$ cat src/rtl/decode_stage_if.sv
// ----------------------------------------------------------------------------
// decode_stage_if
// Handshake bundle for the decode pipeline stage.
//   Input channel : in_valid/in_ready, in_instr, in_pc, in_tag
//   Output channel: out_valid/out_ready, out_instr, out_pc, out_tag, the
//                   decoded control bundle, out_system and out_illegal
// Modports:
//   master - upstream producer / downstream consumer side (drives in_* and
//            out_ready)
//   slave  - the decode stage itself
// ----------------------------------------------------------------------------
interface decode_stage_if #(
    parameter int PC_W  = 32,
    parameter int TAG_W = 4
);
    // input channel
    logic             in_valid;
    logic             in_ready;
    logic [31:0]      in_instr;
    logic [PC_W-1:0]  in_pc;
    logic [TAG_W-1:0] in_tag;

    // output channel
    logic             out_valid;
    logic             out_ready;
    logic [31:0]      out_instr;
    logic [PC_W-1:0]  out_pc;
    logic [TAG_W-1:0] out_tag;
    logic             out_reg_write;
    logic [2:0]       out_imm_src;
    logic [1:0]       out_alu_src;
    logic             out_mem_write;
    logic [1:0]       out_result_src;
    logic             out_branch;
    logic             out_jump;
    logic             out_jump_src;
    logic             out_system;
    logic             out_illegal;

    modport master (
        output in_valid, in_instr, in_pc, in_tag, out_ready,
        input  in_ready, out_valid, out_instr, out_pc, out_tag,
               out_reg_write, out_imm_src, out_alu_src, out_mem_write,
               out_result_src, out_branch, out_jump, out_jump_src,
               out_system, out_illegal
    );

    modport slave (
        input  in_valid, in_instr, in_pc, in_tag, out_ready,
        output in_ready, out_valid, out_instr, out_pc, out_tag,
               out_reg_write, out_imm_src, out_alu_src, out_mem_write,
               out_result_src, out_branch, out_jump, out_jump_src,
               out_system, out_illegal
    );
endinterface

$ cat src/rtl/decode_stage.sv
// ----------------------------------------------------------------------------
// decode_stage
// Registered opcode-decode pipeline stage with a two-entry skid buffer.
// An instruction is decoded once when it is accepted; the resulting bundle
// is stored in OUT (drives the outputs) or SKID (overflow while OUT stalls).
// Ports:
//   clk           - rising-edge clock
//   rst_n         - asynchronous active-low reset
//   flush         - drops OUT, SKID and any input presented this cycle
//   ifc           - decode_stage_if.slave: input and output handshakes,
//                   passthrough fields and decoded control bundle
//   illegal_count - saturating count of accepted illegal instructions
// ----------------------------------------------------------------------------
module decode_stage #(
    parameter int PC_W      = 32,
    parameter int TAG_W     = 4,
    parameter int ILL_CNT_W = 16
) (
    input  logic                 clk,
    input  logic                 rst_n,
    input  logic                 flush,
    decode_stage_if.slave        ifc,
    output logic [ILL_CNT_W-1:0] illegal_count
);
    // opcode map
    localparam logic [6:0] OP_LOAD   = 7'b0000011;
    localparam logic [6:0] OP_ALUI   = 7'b0010011;
    localparam logic [6:0] OP_AUIPC  = 7'b0010111;
    localparam logic [6:0] OP_STORE  = 7'b0100011;
    localparam logic [6:0] OP_ALUR   = 7'b0110011;
    localparam logic [6:0] OP_LUI    = 7'b0110111;
    localparam logic [6:0] OP_BRANCH = 7'b1100011;
    localparam logic [6:0] OP_JALR   = 7'b1100111;
    localparam logic [6:0] OP_JAL    = 7'b1101111;
    localparam logic [6:0] OP_SYSTEM = 7'b1110011;

    // field encodings
    localparam logic [2:0] IMM_I = 3'd0;
    localparam logic [2:0] IMM_S = 3'd1;
    localparam logic [2:0] IMM_B = 3'd2;
    localparam logic [2:0] IMM_U = 3'd3;
    localparam logic [2:0] IMM_J = 3'd4;
    localparam logic [1:0] ALU_REG = 2'd0;
    localparam logic [1:0] ALU_IMM = 2'd1;
    localparam logic [1:0] ALU_PC  = 2'd2;
    localparam logic [1:0] RES_ALU = 2'd0;
    localparam logic [1:0] RES_MEM = 2'd1;
    localparam logic [1:0] RES_PC4 = 2'd2;
    localparam logic       JMP_PC  = 1'b0;
    localparam logic       JMP_REG = 1'b1;

    typedef struct packed {
        logic             valid;
        logic [31:0]      instr;
        logic [PC_W-1:0]  pc;
        logic [TAG_W-1:0] tag;
        logic             reg_write;
        logic [2:0]       imm_src;
        logic [1:0]       alu_src;
        logic             mem_write;
        logic [1:0]       result_src;
        logic             branch;
        logic             jump;
        logic             jump_src;
        logic             system;
        logic             illegal;
    } entry_t;

    entry_t out_q, out_d;
    entry_t skid_q, skid_d;
    entry_t dec;
    logic [ILL_CNT_W-1:0] cnt_q, cnt_d;
    logic accept;
    logic out_fire;

    // ---------------- combinational decode of the incoming word ----------------
    always_comb begin
        dec       = '0;
        dec.valid = 1'b1;
        dec.instr = ifc.in_instr;
        dec.pc    = ifc.in_pc;
        dec.tag   = ifc.in_tag;
        case (ifc.in_instr[6:0])
            OP_LOAD: begin
                dec.reg_write = 1'b1; dec.imm_src = IMM_I; dec.alu_src = ALU_IMM;
                dec.result_src = RES_MEM;
            end
            OP_ALUI: begin
                dec.reg_write = 1'b1; dec.imm_src = IMM_I; dec.alu_src = ALU_IMM;
                dec.result_src = RES_ALU;
            end
            OP_AUIPC: begin
                dec.reg_write = 1'b1; dec.imm_src = IMM_U; dec.alu_src = ALU_PC;
                dec.result_src = RES_ALU;
            end
            OP_STORE: begin
                dec.imm_src = IMM_S; dec.alu_src = ALU_IMM; dec.mem_write = 1'b1;
            end
            OP_ALUR: begin
                dec.reg_write = 1'b1; dec.imm_src = IMM_I; dec.alu_src = ALU_REG;
            end
            OP_LUI: begin
                dec.reg_write = 1'b1; dec.imm_src = IMM_U; dec.alu_src = ALU_IMM;
            end
            OP_BRANCH: begin
                dec.imm_src = IMM_B; dec.alu_src = ALU_REG; dec.branch = 1'b1;
            end
            OP_JALR: begin
                dec.reg_write = 1'b1; dec.imm_src = IMM_I; dec.alu_src = ALU_IMM;
                dec.result_src = RES_PC4; dec.jump = 1'b1; dec.jump_src = JMP_REG;
            end
            OP_JAL: begin
                dec.reg_write = 1'b1; dec.imm_src = IMM_J; dec.alu_src = ALU_REG;
                dec.result_src = RES_PC4; dec.jump = 1'b1; dec.jump_src = JMP_PC;
            end
            OP_SYSTEM: dec.system  = 1'b1;
            default:   dec.illegal = 1'b1;   // forwarded anyway so it can trap
        endcase
    end

    // ---------------- handshake and storage steering ----------------
    // in_ready depends only on SKID occupancy, so there is no combinational
    // path from out_ready back to in_ready.
    assign accept   = ifc.in_valid & ~skid_q.valid & ~flush;
    assign out_fire = out_q.valid & ifc.out_ready;

    always_comb begin
        out_d  = out_q;
        skid_d = skid_q;
        cnt_d  = cnt_q;
        if (flush) begin
            // flush beats accept, fire and skid move; data fields may stay stale
            out_d.valid  = 1'b0;
            skid_d.valid = 1'b0;
        end else begin
            if (out_fire) begin
                if (skid_q.valid) begin
                    out_d        = skid_q;
                    skid_d.valid = 1'b0;
                end else begin
                    out_d.valid = 1'b0;
                end
            end
            if (accept) begin
                // OUT takes the new word only if it is (or is becoming) free and
                // nothing older is waiting in SKID; otherwise SKID keeps order.
                if (!out_q.valid || (out_fire && !skid_q.valid)) begin
                    out_d = dec;
                end else begin
                    skid_d = dec;
                end
                if (dec.illegal && (cnt_q != '1)) begin
                    cnt_d = cnt_q + ILL_CNT_W'(1);
                end
            end
        end
    end

    always_ff @(posedge clk or negedge rst_n) begin
        if (!rst_n) begin
            out_q  <= '0;
            skid_q <= '0;
            cnt_q  <= '0;
        end else begin
            out_q  <= out_d;
            skid_q <= skid_d;
            cnt_q  <= cnt_d;
        end
    end

    // ---------------- outputs straight from OUT ----------------
    assign ifc.in_ready       = ~skid_q.valid;
    assign ifc.out_valid      = out_q.valid;
    assign ifc.out_instr      = out_q.instr;
    assign ifc.out_pc         = out_q.pc;
    assign ifc.out_tag        = out_q.tag;
    assign ifc.out_reg_write  = out_q.reg_write;
    assign ifc.out_imm_src    = out_q.imm_src;
    assign ifc.out_alu_src    = out_q.alu_src;
    assign ifc.out_mem_write  = out_q.mem_write;
    assign ifc.out_result_src = out_q.result_src;
    assign ifc.out_branch     = out_q.branch;
    assign ifc.out_jump       = out_q.jump;
    assign ifc.out_jump_src   = out_q.jump_src;
    assign ifc.out_system     = out_q.system;
    assign ifc.out_illegal    = out_q.illegal;
    assign illegal_count      = cnt_q;

endmodule

$ cat src/flat_wrapper.sv
// flat-port wrapper written by rule: the top's interface ports become plain ports
module decode_stage_flat 
#(
    parameter int PC_W      = 32,
    parameter int TAG_W     = 4,
    parameter int ILL_CNT_W = 16
)
  (clk, rst_n, flush, illegal_count, ifc_in_valid, ifc_in_instr, ifc_in_pc, ifc_in_tag, ifc_out_ready, ifc_in_ready, ifc_out_valid, ifc_out_instr, ifc_out_pc, ifc_out_tag, ifc_out_reg_write, ifc_out_imm_src, ifc_out_alu_src, ifc_out_mem_write, ifc_out_result_src, ifc_out_branch, ifc_out_jump, ifc_out_jump_src, ifc_out_system, ifc_out_illegal);
  decode_stage_if #(.PC_W(PC_W), .TAG_W(TAG_W)) ifc_i ();
  input  logic clk;
  input  logic rst_n;
  input  logic flush;
  output logic [ILL_CNT_W-1:0] illegal_count;
  input wire logic [$bits(ifc_i.in_valid)-1:0] ifc_in_valid;
  input wire logic [$bits(ifc_i.in_instr)-1:0] ifc_in_instr;
  input wire logic [$bits(ifc_i.in_pc)-1:0] ifc_in_pc;
  input wire logic [$bits(ifc_i.in_tag)-1:0] ifc_in_tag;
  input wire logic [$bits(ifc_i.out_ready)-1:0] ifc_out_ready;
  output wire logic [$bits(ifc_i.in_ready)-1:0] ifc_in_ready;
  output wire logic [$bits(ifc_i.out_valid)-1:0] ifc_out_valid;
  output wire logic [$bits(ifc_i.out_instr)-1:0] ifc_out_instr;
  output wire logic [$bits(ifc_i.out_pc)-1:0] ifc_out_pc;
  output wire logic [$bits(ifc_i.out_tag)-1:0] ifc_out_tag;
  output wire logic [$bits(ifc_i.out_reg_write)-1:0] ifc_out_reg_write;
  output wire logic [$bits(ifc_i.out_imm_src)-1:0] ifc_out_imm_src;
  output wire logic [$bits(ifc_i.out_alu_src)-1:0] ifc_out_alu_src;
  output wire logic [$bits(ifc_i.out_mem_write)-1:0] ifc_out_mem_write;
  output wire logic [$bits(ifc_i.out_result_src)-1:0] ifc_out_result_src;
  output wire logic [$bits(ifc_i.out_branch)-1:0] ifc_out_branch;
  output wire logic [$bits(ifc_i.out_jump)-1:0] ifc_out_jump;
  output wire logic [$bits(ifc_i.out_jump_src)-1:0] ifc_out_jump_src;
  output wire logic [$bits(ifc_i.out_system)-1:0] ifc_out_system;
  output wire logic [$bits(ifc_i.out_illegal)-1:0] ifc_out_illegal;
  assign ifc_i.in_valid = ifc_in_valid;
  assign ifc_i.in_instr = ifc_in_instr;
  assign ifc_i.in_pc = ifc_in_pc;
  assign ifc_i.in_tag = ifc_in_tag;
  assign ifc_i.out_ready = ifc_out_ready;
  assign ifc_in_ready = ifc_i.in_ready;
  assign ifc_out_valid = ifc_i.out_valid;
  assign ifc_out_instr = ifc_i.out_instr;
  assign ifc_out_pc = ifc_i.out_pc;
  assign ifc_out_tag = ifc_i.out_tag;
  assign ifc_out_reg_write = ifc_i.out_reg_write;
  assign ifc_out_imm_src = ifc_i.out_imm_src;
  assign ifc_out_alu_src = ifc_i.out_alu_src;
  assign ifc_out_mem_write = ifc_i.out_mem_write;
  assign ifc_out_result_src = ifc_i.out_result_src;
  assign ifc_out_branch = ifc_i.out_branch;
  assign ifc_out_jump = ifc_i.out_jump;
  assign ifc_out_jump_src = ifc_i.out_jump_src;
  assign ifc_out_system = ifc_i.out_system;
  assign ifc_out_illegal = ifc_i.out_illegal;
  decode_stage #(.PC_W(PC_W), .TAG_W(TAG_W), .ILL_CNT_W(ILL_CNT_W)) u_core (.clk(clk), .rst_n(rst_n), .flush(flush), .ifc(ifc_i), .illegal_count(illegal_count));
endmodule
$ cat config.mk
export PLATFORM = sky130hd
export DESIGN_NAME = decode_stage_flat
export DESIGN_NICKNAME = d
export VERILOG_FILES = /design/src/rtl/decode_stage_if.sv /design/src/rtl/decode_stage.sv /design/src/flat_wrapper.sv
export SDC_FILE = /design/constraint.sdc
export NUM_CORES = 1
export LEC_CHECK = 0
export BUFFER_PORTS_ARGS = -buffer_cell sky130_fd_sc_hd__buf_2
export CORE_UTILIZATION = 58
export DETAILED_ROUTE_END_ITERATION = 7
export HOLD_SLACK_MARGIN = 0.06
export PLACE_DENSITY = 0.85
export SYNTH_ARGS = -nofsm -noshare
export SYNTH_HDL_FRONTEND = slang
export SYNTH_SLANG_ARGS = --single-unit
export TNS_END_PERCENT = 20
$ cat constraint.sdc
create_clock -name clk -period 3.8 [get_ports clk]
set_input_delay 0.19 -clock clk [delete_from_list [all_inputs] [get_ports clk]]
set_output_delay 0.19 -clock clk [all_outputs]
set_load 0.01 [all_outputs]
======== Word-level counts from Yosys, hierarchy flattened ========
Cells that the tools add are included.
cells by class
  add/subtract/negate cells ............... 1
  eq/ne operators ......................... 11
  muxes and demuxes ....................... 18
  bitwise gates (word level) .............. 6
  reductions and logical operators ........ 11
operator list
  kind                                                                   number
  83-bit 2-to-1 mux                                                      5
  82-bit 2-to-1 mux                                                      1
  5-bit one-hot mux with 6 select lines                                  1
  7-bit equality test, second input constant                             4
  7-bit by 6-bit equality test with 1-bit output, second input constant  3
  16-bit by 1-bit adder with 16-bit output, second input constant        1
  16-bit != test, second input constant                                  1
  7-bit by 5-bit equality test with 1-bit output, second input constant  2
  10-bit OR reduction                                                    1
  1-bit 2-to-1 mux                                                       9
  2-bit one-hot mux with 2 select lines                                  2
  7-bit by 2-bit equality test with 1-bit output, second input constant  1
  7-bit OR reduction                                                     1
  3-bit AND reduction                                                    2
  1-bit AND                                                              3
  1-bit inverter                                                         3
  3-bit OR reduction                                                     1
  1-bit logical AND                                                      2
  1-bit logical NOT                                                      2
  2-bit OR reduction                                                     1
  1-bit logical OR                                                       1
word-level totals
  bits in registers ....................... 182
  bits of input ports ..................... 73
  output and inout bits ................... 100
  logic and storage cells ................. 76

======== Depth between registers and ports, before layout ========
Gate-level depths: netlist (run 1).
  depth in word-level cells ............... 6
  mapped depth ............................ 8
  depth with buffers taken out ............ 6

======== Worst setup path after synthesis (run 1) ========
Ideal clock, no wire load.
  kind .................................... register -> register
  start ................................... register u_core.skid_q[82] (netlist name)
  end ..................................... register u_core.cnt_q[1], in the netlist u_core.illegal_count[1]
  setup time .............................. 0.127 ns
  data arrival time ....................... 1.714 ns
  required time ........................... 3.673 ns
  setup slack ............................. 1.958 ns
  cell stages (with the launch flop) ...... 5
  buffers on the path ..................... 1
  period minus slack after synthesis ...... 1.842 ns
  path through ............................ dfrtp_1 > or3b_1 > buf_2 > nor4_4 > mux2_1
on the way
  word-level cells in the longest chain between the ends .. 4
ends and longest elaborated chain
  element                               RTL line             source
  start, declared                       decode_stage.sv:70   entry_t skid_q, skid_d;
  start signal, assigned                decode_stage.sv:166  skid_q <= skid_d;
  1-bit inverter                        decode_stage.sv:124  assign accept = ifc.in_valid & ~skid_q.valid & ~flush;
  1-bit AND (2 in a row)                decode_stage.sv:124
  3-bit AND reduction (no source line)  n/a
  end signal, assigned                  decode_stage.sv:167  cnt_q <= cnt_d;
  end, declared                         decode_stage.sv:72   logic [ILL_CNT_W-1:0] cnt_q, cnt_d;
Every way passes these cells.
A chain may end at the register's enable or synchronous reset.

======== Worst setup path in the final report (run 1) ========
  start ................................... register u_core.skid_q[82] (netlist name)
  end ..................................... register u_core.out_q, in the netlist u_core.ifc.out_pc[1]
on the way
  word-level cells in the longest chain between the ends .. 5
  elaborated cells on any way between the ends .. 10
  those cells by class .................... mux (4); bitwise (3); reduce/logical (3)
ends and longest elaborated chain
  element                RTL line             source
  1-bit logical NOT      decode_stage.sv:147  if (!out_q.valid || (out_fire && !skid_q.valid)) begin
  1-bit logical AND      decode_stage.sv:147
  1-bit logical OR       decode_stage.sv:147
  83-bit 2-to-1 mux      decode_stage.sv:147
  83-bit 2-to-1 mux (*)  decode_stage.sv:144  if (accept) begin
  end signal, assigned   decode_stage.sv:165  out_q <= out_d;
  end, declared          decode_stage.sv:69   entry_t out_q, out_d;
Mark *: on every way between the ends. The rest lies on a longest branch, timed or not.

==> results of run 1 <==
-- logic make-up after synthesis --
family / share of synthesized area
and+or+nand+nor: 0.06228
xor gates and xnor gates: 0.01826
adders and majority gates: 0.001630
AOI/OAI and AO/OA: 0.1932
buffers and inverters: 0.02723
muxes: 0.1071
DFF: 0.5902
-- cell usage after synthesis, types with 3 or more instances --
cell and count:
xor2_1 4, a21oi_1 10, o22a_1 141, buf_2 11, nor3_1 5, clkbuf_1 32, nor2_1 23, inv_1 4
o21ai_0 9, a21o_1 6, nand2_1 19, mux2_2 72, nand4_1 9, o22ai_1 3, xnor2_1 12, nand3_1 11
dfrtp_1 181, a211oi_1 3, and3_1 4
-- path summary, 6_finish.rpt --
| check | startpoint | endpoint |
|---|---|---|
| hold reg to reg | u_core.ifc.out_jump$_DFFE_PN0N_ | u_core.ifc.out_jump$_DFFE_PN0N_ |
| max in group asynchronous | rst_n | u_core.illegal_count[6]$_DFFE_PN0P_ |
| min in group asynchronous | rst_n | u_core.skid_q[69]$_DFFE_PN0P_ |
| setup reg to reg | u_core.skid_q[82]$_DFF_PN0_ | u_core.ifc.out_pc[1]$_DFFE_PN0N_ |
| hold / removal | ifc_in_valid | u_core.ifc.out_valid$_DFF_PN0_ |
| setup / recovery | u_core.skid_q[82]$_DFF_PN0_ | u_core.ifc.out_pc[1]$_DFFE_PN0N_ |
-- per-stage QoR --
step,hold slack [ns],utilization,setup slack [ns],cell area [sq um],total power [uW]
detailed placement,0.3846,0.6797,1.401,8682,3724
CTS,0.06158,0.7792,1.382,9953,5620
floorplan,-0.1056,-,1.958,7674,3230
finish,0.07365,0.7792,1.357,9953,5613
global placement,0.3704,0.6797,1.481,8682,3641
global route,0.06296,0.7792,1.243,9953,5854
-- worst max-delay path, cell delays in order, from the launching register on --
cell and delay (ns):
dfrtp_1 0.47, nor3b_2 0.41, nand2b_2 0.14, a21oi_4 0.82, buf_4 0.35, o22a_1 0.17
-- metal layers --
metal	up-vias	global-route usage	wire length (um)
met2	232	0.4986	9716
met5	-	0	0
li1	2671	-	-
met4	0	0.1224	541
met3	40	0.06591	1217
met1	3062	0.3813	8188
-- area by class of cell --
type | count | area (sq um)
Clock inverter | 8 | 118.9
Fill cell | 764 | 2820
Sequential cell | 181 | 4529
Clock buffer | 24 | 511.7
Timing Repair Buffer | 243 | 1598
Tap cell | 172 | 215.2
Multi-Input combinational cell | 359 | 2965
Inverter | 4 | 15.01
-- timing repair --
item                                   in CTS  in global routing
endpoints found under the hold margin     172                  0
hold buffers                               64                  0
resized for setup                           0                  0
-- registers in the layout (all words and copies together), names as in the netlist --
name / cells
u_core.ifc.out_jump_src: 1
u_core.illegal_count: 16
u_core.ifc.out_illegal: 1
u_core.ifc.out_alu_src: 2
u_core.ifc.out_imm_src: 3
u_core.skid_q: 82
u_core.ifc.out_mem_write: 1
u_core.ifc.out_system: 1
u_core.ifc.out_instr: 32
u_core.ifc.out_result_src: 2
u_core.ifc.out_tag: 4
u_core.ifc.out_reg_write: 1
u_core.ifc.out_branch: 1
u_core.ifc.out_jump: 1
u_core.ifc.out_pc: 32
u_core.ifc.out_valid: 1
-- where the power goes --
group / switching (uW) / internal (uW)
Sequential: 285 / 2360
Clock: 706 / 1140
Combinational: 514 / 611
==> impl_metrics.toml, run 1 <==
[run_status]
status = "completed"

[min_path]
min_delay_path_depth = 3
hold_path.class = "in2reg"

[setup_path]
worst-endpoint-required_ns = 4.16
critPathArrivalTime_ns = 2.80
critical_path_class = "reg2reg"
path_max_fanout = 32
reg2reg_depth = 5
ff2ff_setup_slack_ns = 1.36
start_kind = "flop"
worstSetupEndpointType = "flop"

[yosys]
ys_seq_area_frac = 0.5902
synthTopCellsByArea = "dfrtp_1 59%, o22a_1 16%, mux2_2 11%"
synth_ff_type = "dfrtp_1"
yosysTopAreaCell = "dfrtp_1"
synth_warnings = 0
synthArstFlopShare = 1.000
syn_nets = 664
syn_area_sq_mm = 0.007674
ys_seq_elements = 181
synth-edff-count = 0
synth_top_area_frac = 0.5902
syn_avg_cell_area_sq_um = 13.01
synthDistinctLibCells = 43
synth_cells = 590

[cts]
cts_setup_buffers = 0
clockRootBuffer = "clkbuf_16"
cts_tree = "done"
clock-sinks = 181
cts_buffers = 17
clock_latency_ns = 0.43
htreeDepth = 4
cts_max_path_buffers = 2
clkTransAtPathRegs_ns = 0.06

[global_routing]
grt_pass1_vias = 6082
grt_pass1_wl_um = 30770
antenna_found_initial = 0
grt_overflow = 0
grt.total_usage = 0.2987
grt_max_degree = 111

[sta]
tightest_slew_ns = 1.020
hold_viol_final = 0
fin_crit_sh = 0.6428
fmax_mhz = 409.4
tns_ns = 0
slew_viol_final = 0
clock_skew_ns = 0.004936
slew-limit-headroom = 0.3186
fin_crit_ns = 2.443
rsz0062_at_grt = "false"
finalSetupViolCount = 0

[drt]
vias_per_cell = 6.060
avgRoutedWirePerCell_um = 19.84
drtIter0Drc = 375
postRouteAntennaNets = 0
drc = 0
dr.pass1.iters = 5
num_vias = 6005
drt-total-wl_um = 19660

[power_and_ir_drop]
power_density_mw_per_mm2 = 563.9
power.leakage_uw = 0.004408
ir_drop_mv = 0.3138

[finish]
drive_gt1_frac = 0.3602
final_net_count = 880
antennaDiodeCount = 0
final_common_cell = "dfrtp_1"
final-instance-count-excl-fill = 991
area_growth_pct = 29.71
final_cell_mix = "181 x dfrtp_1, 171 x buf_2, 141 x o22a_1, 72 x mux2_2, 64 x dlygate4sd3_1"

[floorplan]
start_util = 0.6007
ioPinCount = 173
die_x_um = 117.0
core_sq_mm = 0.01277
die_h_um = 117.0
die-area_sq_mm = 0.01369
fp-row-count = 41

[placement]
gp_congestion = 0.8426
dp_hpwl_um = 11510
dp_cells = 895
port_buffers = 172

[run]
maxCapViolCount = 0
(Power assumes the default switching activity.)
==> run 2, diff against run 1 <==
CORE_UTILIZATION = 49   (was 58)
PLACE_DENSITY = 0.76   (was 0.85)
clock period = 2.2 ns   (was 3.8 ns; I/O delays follow)
==> run 2 against run 1 <==
Combinational power rose by 76%. Cell count rose by 5.8%. Clock skew rose by 0.0035 ns. Sequential power rose by 71%. Critical path type unchanged. Highest routed layer unchanged.
==> impl_metrics.toml, run 2 (synthesized netlist as in run 1, its figures left out) <==
[finish]
multiInputGateArea_sq_mm = 0.002968
final_net_count = 897
seqCellArea_sq_mm = 0.004529
top_register = "u_core.skid_q"
area_growth_pct = 33.12
final_common_cell = "dfrtp_1"
largest_reg_flops = 82
final_cell_mix = "181 x dfrtp_1, 171 x buf_2, 141 x o22a_1, 72 x mux2_2, 72 x dlygate4sd3_1"
drive_gt1_frac = 0.3648
fill_cells = 1071

[cts]
cts_max_path_buffers = 2
clockRootBuffer = "clkbuf_16"
clock_latency_ns = 0.43
cts_setup_buffers = 0
cts_tree = "done"
clkTransAtPathRegs_ns = 0.07
clock-sinks = 181
htreeDepth = 4
cts_buffers = 17

[min_path]
min_delay_path_depth = 3
min_from = "ifc_in_instr[4]"
hold_path.class = "in2reg"
hold_end = "u_core.skid_q[1]$_DFFE_PN0P_"

[global_routing]
grt_max_degree = 62
antenna_found_initial = 1
grt_pass1_wl_um = 31110
grt_overflow = 0
grt.total_usage = 0.2481
grt_pass1_vias = 6142

[drt]
drtIter0Drc = 300
drc = 0
dr.pass1.iters = 4
drt-total-wl_um = 19260
avgRoutedWirePerCell_um = 18.37
num_vias = 5950
postRouteAntennaNets = 0
vias_per_cell = 5.677

[setup_path]
r2r_start = "u_core.skid_q[82]$_DFF_PN0_"
start_kind = "flop"
path_max_fanout = 35
critical_path_class = "reg2reg"
reg2reg_depth = 5
worstSetupEndpointType = "flop"
cp_cell_sequence = "nor3b_2 -> nand2b_2 -> buf_4 -> o22a_1 -> o22a_1"
crit_top_cell = "o22a_1"
crit_buf_inv = 1
critPathArrivalTime_ns = 2.31
ff2ff_setup_slack_ns = 0.20
timing.rr.end = "u_core.ifc.out_pc[13]$_DFFE_PN0N_"
cp_top_family = "simple AND/OR/NAND/NOR gates"
slowest_delay_ns = 0.48
worst-endpoint-required_ns = 2.51
cp_slowest_cell = "nor3b_2"

[sta]
rsz0062_at_grt = "false"
slew-limit-headroom = 0.5295
slew_viol_final = 0
fin_crit_sh = 0.9093
tightest_slew_ns = 0.7057
tns_ns = 0
finalSetupViolCount = 0
hold_viol_final = 0
fmax_mhz = 499.9
fin_crit_ns = 2.001
hold_slack_ns = 0.07773
clock_skew_ns = 0.008473

[floorplan]
die-area_sq_mm = 0.01616
fp-row-count = 45
ioPinCount = 173
core_sq_mm = 0.01526
start_util = 0.5029
die_x_um = 127.1
die_h_um = 127.1

[placement]
port_buffers = 172
dp_hpwl_um = 12070
gp_congestion = 0.7716

[power_and_ir_drop]
ir_drop_mv = 0.5571
power.leakage_uw = 0.004502
power_density_mw_per_mm2 = 949.4

[run]
maxCapViolCount = 0

[run_status]
status = "completed"
[run 2: changes by cell type in the layout (fill, tap and decap cells not counted)]
cell | previous run | this run
buf_12 | 3 | 8
buf_4 | 4 | 8
clkbuf_8 | 6 | 4
clkinv_2 | 4 | 2
clkinvlp_4 | 0 | 2
diode_2 | 0 | 1
dlygate4sd3_1 | 64 | 72
inv_6 | 0 | 1
inv_8 | 0 | 1
or3b_1 | 1 | 0
or3b_4 | 0 | 1
[run 2: worst min-delay path, cell delays in order]
cell and delay, ns:
buf_2 0.16, nand4_1 0.11, o21ai_0 0.07
[run 2: layout make-up]
class                           instances  share of cell area
Antenna cell                            1           0.0002450
Multi-Input combinational cell        359              0.2905
Tap cell                              211             0.02585
Clock buffer                           22             0.04740
Clock inverter                         10             0.01409
Sequential cell                       181              0.4434
Timing Repair Buffer                  260              0.1770
Inverter                                4            0.001470
[run 2: per-stage QoR]
stage / instance area (sq um) / total power (uW) / worst slack, ns / utilization / cells
2_1_floorplan: 7674 / 5579 / 0.3584 / - / 590
3_3_place_gp: 8861 / 6300 / 0.2077 / 0.5807 / 943
3_5_place_dp: 8861 / 6446 / 0.1539 / 0.5807 / 943
4_1_cts: 10210 / 9741 / 0.1348 / 0.6691 / 1047
5_1_grt: 10210 / 10130 / 0.06477 / 0.6695 / 1048
6_report: 10210 / 9697 / 0.1995 / 0.6695 / 1048
[run 2: power breakdown]
part / total (uW) / internal [uW] / switching [uW]
Sequential: 4540 / 4070 / 461
Combinational: 1970 / 1080 / 886
Clock: 3190 / 1920 / 1280
[run 2: worst max-delay path by stage]
stage / from / to / slack, ns / depth (start not counted)
after floorplan: u_core.skid_q[82]$_DFF_PN0_ / u_core.illegal_count[1]$_DFFE_PN0P_ / 0.36 / 4
after detailed placement: u_core.skid_q[82]$_DFF_PN0_ / u_core.illegal_count[1]$_DFFE_PN0P_ / 0.15 / 3
final: u_core.skid_q[82]$_DFF_PN0_ / u_core.ifc.out_pc[13]$_DFFE_PN0N_ / 0.20 / 5
after global placement: u_core.skid_q[82]$_DFF_PN0_ / u_core.illegal_count[1]$_DFFE_PN0P_ / 0.21 / 3
after CTS: u_core.skid_q[82]$_DFF_PN0_ / u_core.illegal_count[1]$_DFFE_PN0P_ / 0.13 / 3
after global routing: u_core.illegal_count[2]$_DFFE_PN0P_ / u_core.illegal_count[1]$_DFFE_PN0P_ / 0.06 / 4
[run 2: routing by layer]
layer / wire length, um / track usage
met2: 9624 / 0.4134
met1: 8277 / 0.3169
met4: 425 / 0.1022
met3: 927 / 0.05235
met5: 0 / 0
[run 2: repair_timing]
action,4_1_cts,5_1_grt
endpoints found under the setup margin,0,2
hold buffers,72,0
resized for setup,0,1
hold endpoints to repair,173,0
==> run 3, diff against run 2 <==
ABC_AREA = 1   (was default)
==> run 3 against run 2 <==
Clock power decreased by 4%. Clock skew shrank 0.0017 ns. First-iteration DRC count is 90% higher. Via count up 25%. Cell count is 32% higher.
==> impl_metrics.toml, run 3 <==
[run_status]
status = "completed"

[cts]
clockRootBuffer = "clkbuf_16"
cts_tree = "done"
clock_latency_ns = 0.42
cts_max_path_buffers = 2
clkTransAtPathRegs_ns = 0.07
clock-sinks = 181
cts_buffers = 17
htreeDepth = 4
cts_setup_buffers = 0

[sta]
tightest_slew_ns = 0.6665
setup_slack_ns = 0.2304
fmax_mhz = 507.7
finalSetupViolCount = 0
fin_crit_ns = 1.970
slew_viol_final = 0
hold_slack_ns = 0.08932
fin_crit_sh = 0.8953
tns_ns = 0
clock_skew_ns = 0.006815
hold_viol_final = 0
slew-limit-headroom = 0.5557
rsz0062_at_grt = "false"

[drt]
wl_met1_um = 9569
dr.pass1.iters = 5
drt-total-wl_um = 21020
num_vias = 7461
avgRoutedWirePerCell_um = 15.22
postRouteAntennaNets = 0
drc = 0
wl_met2_um = 9836
dr.max_layer_used = "met4"
vias_per_cell = 5.403
wl_met3_um = 1426
drtIter0Drc = 570

[finish]
largest_reg_flops = 82
final_common_cell = "nand2_1"
final_net_count = 1226
drive_gt1_frac = 0.2283
top_register = "u_core.skid_q"
final_cell_mix = "303 x nand2_1, 181 x dfrtp_1, 171 x buf_2, 151 x a21oi_1, 71 x dlygate4sd3_1"
antennaDiodeCount = 0
area_growth_pct = 28.40

[yosys]
synth-edff-count = 0
synth_top_area_frac = 0.5545
ys_seq_elements = 181
syn_nets = 1013
syn_area_sq_mm = 0.008168
synth_warnings = 0
synth-simple-area-share = 0.2158
synthArstFlopShare = 1.000
muxShareOfSynthArea = 0
synth_compound_area_frac = 0.1673
synthDistinctLibCells = 31
synthTopCellsByArea = "dfrtp_1 55%, nand2_1 14%, a21oi_1 9.3%"
synth_most_common_cell = "nand2_1"
synth_top_family_by_area = "simple AND/OR/NAND/NOR gates"
synth_common_cells = "303 x nand2_1, 181 x dfrtp_1, 151 x a21oi_1"
yosysTopAreaCell = "dfrtp_1"
synth-adder-area-share = 0.001532
synth_cells = 939
syn_avg_cell_area_sq_um = 8.698
synth_ff_type = "dfrtp_1"
ys_seq_area_frac = 0.5545
synthXorXnorAreaFrac = 0.009651

[setup_path]
path_max_fanout = 17
start_kind = "flop"
reg2reg_depth = 9
ff2ff_setup_slack_ns = 0.23
r2r_start = "u_core.illegal_count[0]$_DFFE_PN0P_"
critPathArrivalTime_ns = 2.28
timing.rr.end = "u_core.illegal_count[15]$_DFFE_PN0P_"
worst-endpoint-required_ns = 2.51
worstSetupEndpointType = "flop"
critical_path_class = "reg2reg"

[placement]
gp_congestion = 0.8721
port_buffers = 172
post-place-ws_ns = 0.2559
dp_hpwl_um = 12460

[floorplan]
ioPinCount = 173
die-area_sq_mm = 0.01719
die_x_um = 131.1
start_util = 0.5086
die_h_um = 131.1
core_sq_mm = 0.01606
fp-row-count = 46

[power_and_ir_drop]
switchingPower_uw = 2840
power_frac_clock = 0.321
switching_share = 0.2994
p_int_uw = 6647
ir_drop_mv = 0.6092
power_uw = 9487
p_seq_frac = 0.477
power.leakage_uw = 0.005164
power_density_mw_per_mm2 = 904.6
combPwrFrac = 0.202

[min_path]
hold_end = "u_core.skid_q[1]$_DFFE_PN0P_"
min_from = "ifc_in_instr[6]"
hold_path.class = "in2reg"
min_delay_path_depth = 3

[run]
maxCapViolCount = 0

[global_routing]
grt_max_degree = 160
antenna_found_initial = 0
grt_pass1_vias = 7293
grt_pass1_wl_um = 35890
grt.total_usage = 0.2565
grt_overflow = 0
-- run 3: per-stage QoR --
| stage | std cells | utilization | instance area [sq um] |
|---|---|---|---|
| global placement | 1278 | 0.5718 | 9183 |
| floorplan | 939 | - | 8168 |
| detailed placement | 1278 | 0.5718 | 9183 |
| global route | 1381 | 0.6531 | 10490 |
| finish | 1381 | 0.6531 | 10490 |
| CTS | 1381 | 0.6531 | 10490 |
-- run 3: kinds of logic (layout without fill, tap and decap cells) --
family	after synthesis	in the layout
compound gates	251	251
xor+xnor	9	9
fa+ha+maj	1	1
buf+inv	93	319
flops	181	181
simple gates	404	404
-- run 3: area by class of cell --
cell class	count	area, sq um
Inverter	28	107.6
Clock inverter	12	127.6
Fill cell	1324	5570
Multi-Input combinational cell	665	3226
Clock buffer	20	466.7
Sequential cell	181	4529
Tap cell	216	270.3
Timing Repair Buffer	259	1760
-- run 3: timing repair --
item | in CTS | in global routing
setup endpoints to repair | 0 | 0
hold buffers | 71 | 0
resized for setup | 0 | 0
endpoints found under the hold margin | 187 | 0
-- run 3: worst max-delay path by stage --
| stage | from | to | slack [ns] |
|---|---|---|---|
| 6_report | u_core.illegal_count[0]$_DFFE_PN0P_ | u_core.illegal_count[15]$_DFFE_PN0P_ | 0.23 |
| 5_1_grt | u_core.illegal_count[0]$_DFFE_PN0P_ | u_core.illegal_count[0]$_DFFE_PN0P_ | 0.03 |
| 4_1_cts | u_core.illegal_count[0]$_DFFE_PN0P_ | u_core.illegal_count[15]$_DFFE_PN0P_ | 0.23 |
| 3_5_place_dp | u_core.illegal_count[0]$_DFFE_PN0P_ | u_core.illegal_count[15]$_DFFE_PN0P_ | 0.26 |
| 3_3_place_gp | u_core.illegal_count[0]$_DFFE_PN0P_ | u_core.illegal_count[15]$_DFFE_PN0P_ | 0.32 |
| 2_1_floorplan | u_core.illegal_count[0]$_DFFE_PN0P_ | u_core.illegal_count[13]$_DFFE_PN0P_ | 0.55 |
-- run 3: metal layers --
metal / global-route usage / up-vias
li1: - / 3599
met1: 0.3551 / 3576
met2: 0.4001 / 267
met3: 0.06906 / 19
met4: 0.06405 / 0
met5: 0 / -
-- run 3: critical path, cell delays in order (launching register included) --
cell and delay, ns:
dfrtp_1 0.44, ha_1 0.28, nand3_1 0.17, nor2_2 0.08, nand4_1 0.08, nand2_1 0.07
inv_2 0.25, nand3_4 0.30, nand2_1 0.14, nand2_1 0.06
-- run 3: power groups by stage --
| stage | clock, uW | sequential, uW | combinational (uW) |
|---|---|---|---|
| floorplan | 0 | 4680 | 874 |
| finish | 3050 | 4520 | 1920 |
| global route | 3240 | 4610 | 2170 |
| detailed placement | 0 | 4550 | 1830 |
| CTS | 3100 | 4510 | 1920 |
| global placement | 0 | 4550 | 1770 |
